==> src/rtl/matrix_pkg.sv <==
`default_nettype none
// ============================================================================
//  Module   : matrix_pkg
//  Purpose  : Shared constants and types for the matrix multiplier result
//             path (matrix dimension, element width, frame header byte and
//             the result-streamer state encoding).
//  Revision : 1.0 - initial release
// ============================================================================
package matrix_pkg;

    localparam int         MAT_N     = 10;
    localparam int         MAT_W     = 8;
    localparam logic [7:0] FRAME_HDR = 8'hA5;

    typedef enum logic [1:0] {
        IDLE = 2'd0,
        HDR  = 2'd1,
        DATA = 2'd2,
        CSUM = 2'd3
    } strm_state_t;

endpackage
`default_nettype wire

==> src/rtl/matrix_result_streamer.sv <==
`default_nettype none
// ============================================================================
//  Module   : matrix_result_streamer
//  Purpose  : Snapshots the flattened N x N result matrix on each rising edge
//             of done and streams it as one byte-wide frame:
//             header, element bytes (row-major, LSB first), 8-bit checksum.
//  Ports    : clk, rst_n        - clock, asynchronous active-low reset
//             c_flat            - result matrix, element (i,j) at
//                                 c_flat[(i*N+j)*W +: W]
//             done              - multiplier completion level
//             tx_data/tx_valid  - byte stream towards the transmitter
//             tx_ready          - transmitter accepts when valid && ready
//             busy              - frame captured or in flight
//             frame_done        - one-cycle pulse after checksum accepted
//             overrun           - sticky, done edge seen while busy
//  Revision : 1.0 - initial release
// ============================================================================
module matrix_result_streamer #(
    parameter int         N   = matrix_pkg::MAT_N,
    parameter int         W   = matrix_pkg::MAT_W,
    parameter logic [7:0] HDR = matrix_pkg::FRAME_HDR
) (
    input  logic             clk,
    input  logic             rst_n,
    input  logic [N*N*W-1:0] c_flat,
    input  logic             done,
    output logic [7:0]       tx_data,
    output logic             tx_valid,
    input  logic             tx_ready,
    output logic             busy,
    output logic             frame_done,
    output logic             overrun
);

    // The module parameter HDR shares its name with the header state, so the
    // states are imported individually and the header state gets an alias.
    import matrix_pkg::strm_state_t;
    import matrix_pkg::IDLE;
    import matrix_pkg::DATA;
    import matrix_pkg::CSUM;

    localparam strm_state_t ST_HDR = matrix_pkg::HDR;

    localparam int BPE    = W / 8;
    localparam int NBYTES = N * N * BPE;
    localparam int IDX_W  = (NBYTES > 1) ? $clog2(NBYTES) : 1;

    localparam logic [IDX_W-1:0] LAST_IDX = IDX_W'(NBYTES - 1);

    strm_state_t        state;
    strm_state_t        next_state;
    logic               done_q;
    logic               done_rise;
    logic [N*N*W-1:0]   shadow;
    logic [IDX_W-1:0]   idx;
    logic [7:0]         csum;
    logic [7:0]         cur_byte;

    // Element e byte k sits at bit (e*BPE + k)*8, i.e. the running byte
    // index times eight, so one linear index walks the whole frame body.
    assign cur_byte  = shadow[{idx, 3'b000} +: 8];
    assign done_rise = done && !done_q;
    assign busy      = (state != IDLE);

    // ------------------------------------------------------------------
    // State register
    // ------------------------------------------------------------------
    always_ff @(posedge clk or negedge rst_n) begin
        if (!rst_n) begin
            state <= IDLE;
        end else begin
            state <= next_state;
        end
    end

    // ------------------------------------------------------------------
    // Next-state and output decode
    // ------------------------------------------------------------------
    always_comb begin
        next_state = state;
        tx_valid   = 1'b0;
        tx_data    = 8'h00;
        case (state)
            IDLE: begin
                if (done_rise) begin
                    next_state = ST_HDR;
                end
            end
            ST_HDR: begin
                tx_valid = 1'b1;
                tx_data  = HDR;
                if (tx_ready) begin
                    next_state = DATA;
                end
            end
            DATA: begin
                tx_valid = 1'b1;
                tx_data  = cur_byte;
                if (tx_ready && (idx == LAST_IDX)) begin
                    next_state = CSUM;
                end
            end
            CSUM: begin
                tx_valid = 1'b1;
                tx_data  = csum;
                if (tx_ready) begin
                    next_state = IDLE;
                end
            end
            default: begin
                next_state = IDLE;
            end
        endcase
    end

    // ------------------------------------------------------------------
    // Capture, byte index, checksum and status flags
    // ------------------------------------------------------------------
    always_ff @(posedge clk or negedge rst_n) begin
        if (!rst_n) begin
            done_q     <= 1'b0;
            shadow     <= '0;
            idx        <= '0;
            csum       <= 8'h00;
            overrun    <= 1'b0;
            frame_done <= 1'b0;
        end else begin
            done_q     <= done;
            frame_done <= (state == CSUM) && tx_ready;

            if (done_rise) begin
                if (state == IDLE) begin
                    shadow  <= c_flat;
                    idx     <= '0;
                    csum    <= 8'h00;
                    overrun <= 1'b0;
                end else begin
                    // Includes the cycle of the checksum handshake: the
                    // state is still CSUM, so the edge is lost.
                    overrun <= 1'b1;
                end
            end

            if ((state == DATA) && tx_ready) begin
                csum <= csum + cur_byte;
                if (idx != LAST_IDX) begin
                    idx <= idx + 1'b1;
                end
            end
        end
    end

endmodule
`default_nettype wire

==> config.mk <==
export PLATFORM = sky130hd
export DESIGN_NAME = matrix_result_streamer
export DESIGN_NICKNAME = d
export VERILOG_FILES = /design/src/rtl/matrix_pkg.sv /design/src/rtl/matrix_result_streamer.sv
export SDC_FILE = /design/constraint.sdc
export NUM_CORES = 2
export LEC_CHECK = 0
export ABC_AREA = 1
export CORE_UTILIZATION = 40
export CTS_CLUSTER_DIAMETER = 100
export DETAILED_ROUTE_END_ITERATION = 12
export GPL_TIMING_DRIVEN = 0
export SYNTH_ARGS = -nofsm -noshare
export SYNTH_HDL_FRONTEND = slang
export SYNTH_SLANG_ARGS = --single-unit
==> constraint.sdc <==
create_clock -name clk -period 8.4 [get_ports clk]
set_input_delay 1.68 -clock clk [delete_from_list [all_inputs] [get_ports clk]]
set_output_delay 1.68 -clock clk [all_outputs]
set_load 0.01 [all_outputs]
==> impl_results.md <==
- Outcome: complete, but fails checks
- Failing checks: capacitance limit, slew limit
- Mean post-synth cell area: 7.53 µm²
- Worst vdd ir: 340 µV
- Synth cell count leaders: 2312 x nand2_1, 820 x dfrtp_1, 613 x o21ai_0, 491 x inv_1, 216 x nand3_1
- Initial core utilization: 0.406
- Required time worst endpoint: ~6.7 ns
- Total global-route track usage: 0.439
- Final slew viol count: 44
- Synth top area share: 0.520
- Vias per std cell: 5.59
- Post-DP HPWL: 170000 µm
- Vias: 42064
- Mapped cell area: slightly below 40000 µm²
- First-pass GRT wire length: around 300000 µm
- Final Hold Viols: 0
- Post-CTS Repair Setup Buffers: 0
- Pwr Total: ~22000 µW
- Final worst setup slack: 1.86 ns
- Post-Route Skew: about 0.02 ns
- Yosys reg bits: 820
- Initial antenna violation count: 23
- Setup violators final: 0
- Final TNS setup: 0 ns
- Sinks on Clock Net: 820
- Clock transition at the registers of the reported paths: 0.07 ns
- Synth unique cells: 35
- Worst EP arrival: 4.86 ns
- Critical-path maximum fanout: 10
- Hold buffers post-CTS: 0
- Top cells by area, synth: dfrtp_1 52%, nand2_1 22%, o21ai_0 7.8%
- Drt drc: 0
- Die width: 316 µm
- Largest net degree at the start of global routing: 120
- DP Area: 49400 µm²
- Vias in the first global route: 40052
- Synth area leader: dfrtp_1
- Final wirelength: 223000 µm
- Fraction of layout cells with a size suffix above 1: 0.0633
- Synth warn: 0
- Fin nets: 6979
- CTS Buffer Depth: 3
- Per-cell routed wire length: 29.7 µm
- Grt total ovfl: 0
- HP Class: register to register
- Port Buffers: a little over 800
- RSZ-0062 raised after global routing: no
- Most numerous cell in the Yosys netlist: nand2_1
- Io pins: between 800 and 900
- Number of synthesized flops with an enable pin: 0
- # H-tree levels: 3
- Final worst path period share: 0.778
- Total leakage power: 0.0259 µW
- WHS Path Cells: 2
- Initial DRC count: between 5000 and 6000
- Post-synth ARST share: 1.00
- CP endpoint kind: output pin
- # rows: 114
- Place WS: 2.80 ns
- ANT nets after route: 0
- Setup crit start kind: register
- Register area share after synthesis: 0.520
- Gpl congestion: 1.02
- Dominant synthesized flop cell: dfrtp_1
- Cell area power density: 412 nW/µm²
- Max cap viols: 5
- Crit Path Category: register to output pin
- Slew @ Worst Pin: 1.64 ns
- FMAX: around 150 MHz
- Relative slew margins: -0.0921
- DIE AREA: 100000 µm²
- Post-layout min period: 6.54 ns
- Cells after Synth: roughly 5200
- Post-synth net total: 6063
- Die height: 316 µm
- CTS tree: done
- TritonCTS Buffers: 92
- Core area: 97300 µm²
- Synthesis-to-layout area growth: 33.7%
- Root Driver: clkbuf_16
- Worst-Skew Late Latency: 0.71 ns
- Post-route cell area: 52800 µm²
- PostCTS Resize Cnt: 0
- Reg2Reg Depth: 22
- DRT Pass-1 Iters: 6
## layout by cell type (no fill, tap or decap), types with 94 or more instances in the layout
master,instances
clkdlybuf4s50_1,814
clkbuf_1,134
buf_2,168
o21ai_0,613
dfrtp_1,820
a21oi_1,181
clkbuf_16,94
nand3_1,216
inv_1,491
nand2_1,2312
## where the power goes
| part | switching (µW) | internal [µW] | total, µW |
|---|---|---|---|
| clock | 1850 | 2650 | 4500 |
| combinational | 7680 | 2890 | 10600 |
| sequential | 842 | 5820 | 6670 |
## worst paths after layout
path / start / endpoint / slack (ns)
worst max-delay path: idx[0] / tx_data[2] / 1.86
worst min-delay path: shadow[449] / shadow[449] / 0.47
worst max register to register: idx[1] / csum[6] / 3.17
worst min register to register: shadow[449] / shadow[449] / 0.47
max in group asynchronous: rst_n / shadow[506] / 5.10
min in group asynchronous: rst_n / shadow[127] / 1.04
## per-layer routing
| layer | vias up | wire length (µm) | track usage |
|---|---|---|---|
| li1 | 18254 | - | - |
| met1 | 20382 | 84600 | 0.562 |
| met2 | 2798 | 96300 | 0.655 |
| met3 | 616 | 27500 | 0.136 |
| met4 | 14 | 14800 | 0.254 |
| met5 | - | 101 | 0 |
## registers in the layout (all words and copies together) (netlist names)
register	count
shadow	800
csum	8
idx	7
state	2
done_q	1
frame_done	1
overrun	1
## kinds of logic after synthesis
| group | share of synthesized area |
|---|---|
| AOI/OAI and AO/OA | 0.125 |
| xor gates and xnor gates | 0.000444 |
| adders and majority gates | 0.00431 |
| buffers and inverters | 0.0905 |
| DFF | 0.520 |
| muxes | 0.000254 |
| and+or+nand+nor | 0.260 |
## worst max-delay path, cell delays in order (launching register included)
cell             delay (ns)
dfrtp_1                0.45
inv_2                  0.25
buf_2                  0.29
buf_2                  0.56
nor2_1                 0.08
o21ai_0                0.95
nand2_1                0.19
nand4_1                0.17
nand3_1                0.20
nand2_1                0.15
nand3_1                0.10
nand2_1                0.11
nand2_1                0.05
nand2_1                0.06
clkdlybuf4s50_1        0.53
## layout make-up
cell class / instances / area [µm²]
Timing Repair Buffer: 822 / 8360
Clock buffer: 130 / 2750
Sequential cell: 820 / 20500
Antenna cell: 13 / 32.5
Multi-Input combinational cell: 3588 / 15400
Clock inverter: 43 / 566
Inverter: 500 / 1880
Fill cell: 9666 / 44500
Tap cell: 1276 / 1600
Buffer: 338 / 1690
## per-stage QoR
stage | utilization | instances | hold WS (ns)
floorplan | - | 5246 | 0.437
global placement | 0.506 | 7337 | 0.448
detailed placement | 0.508 | 7344 | 0.453
CTS | 0.542 | 7517 | 0.468
global route | 0.542 | 7523 | 0.483
finish | 0.543 | 7530 | 0.466
(Power assumes the default switching activity.)
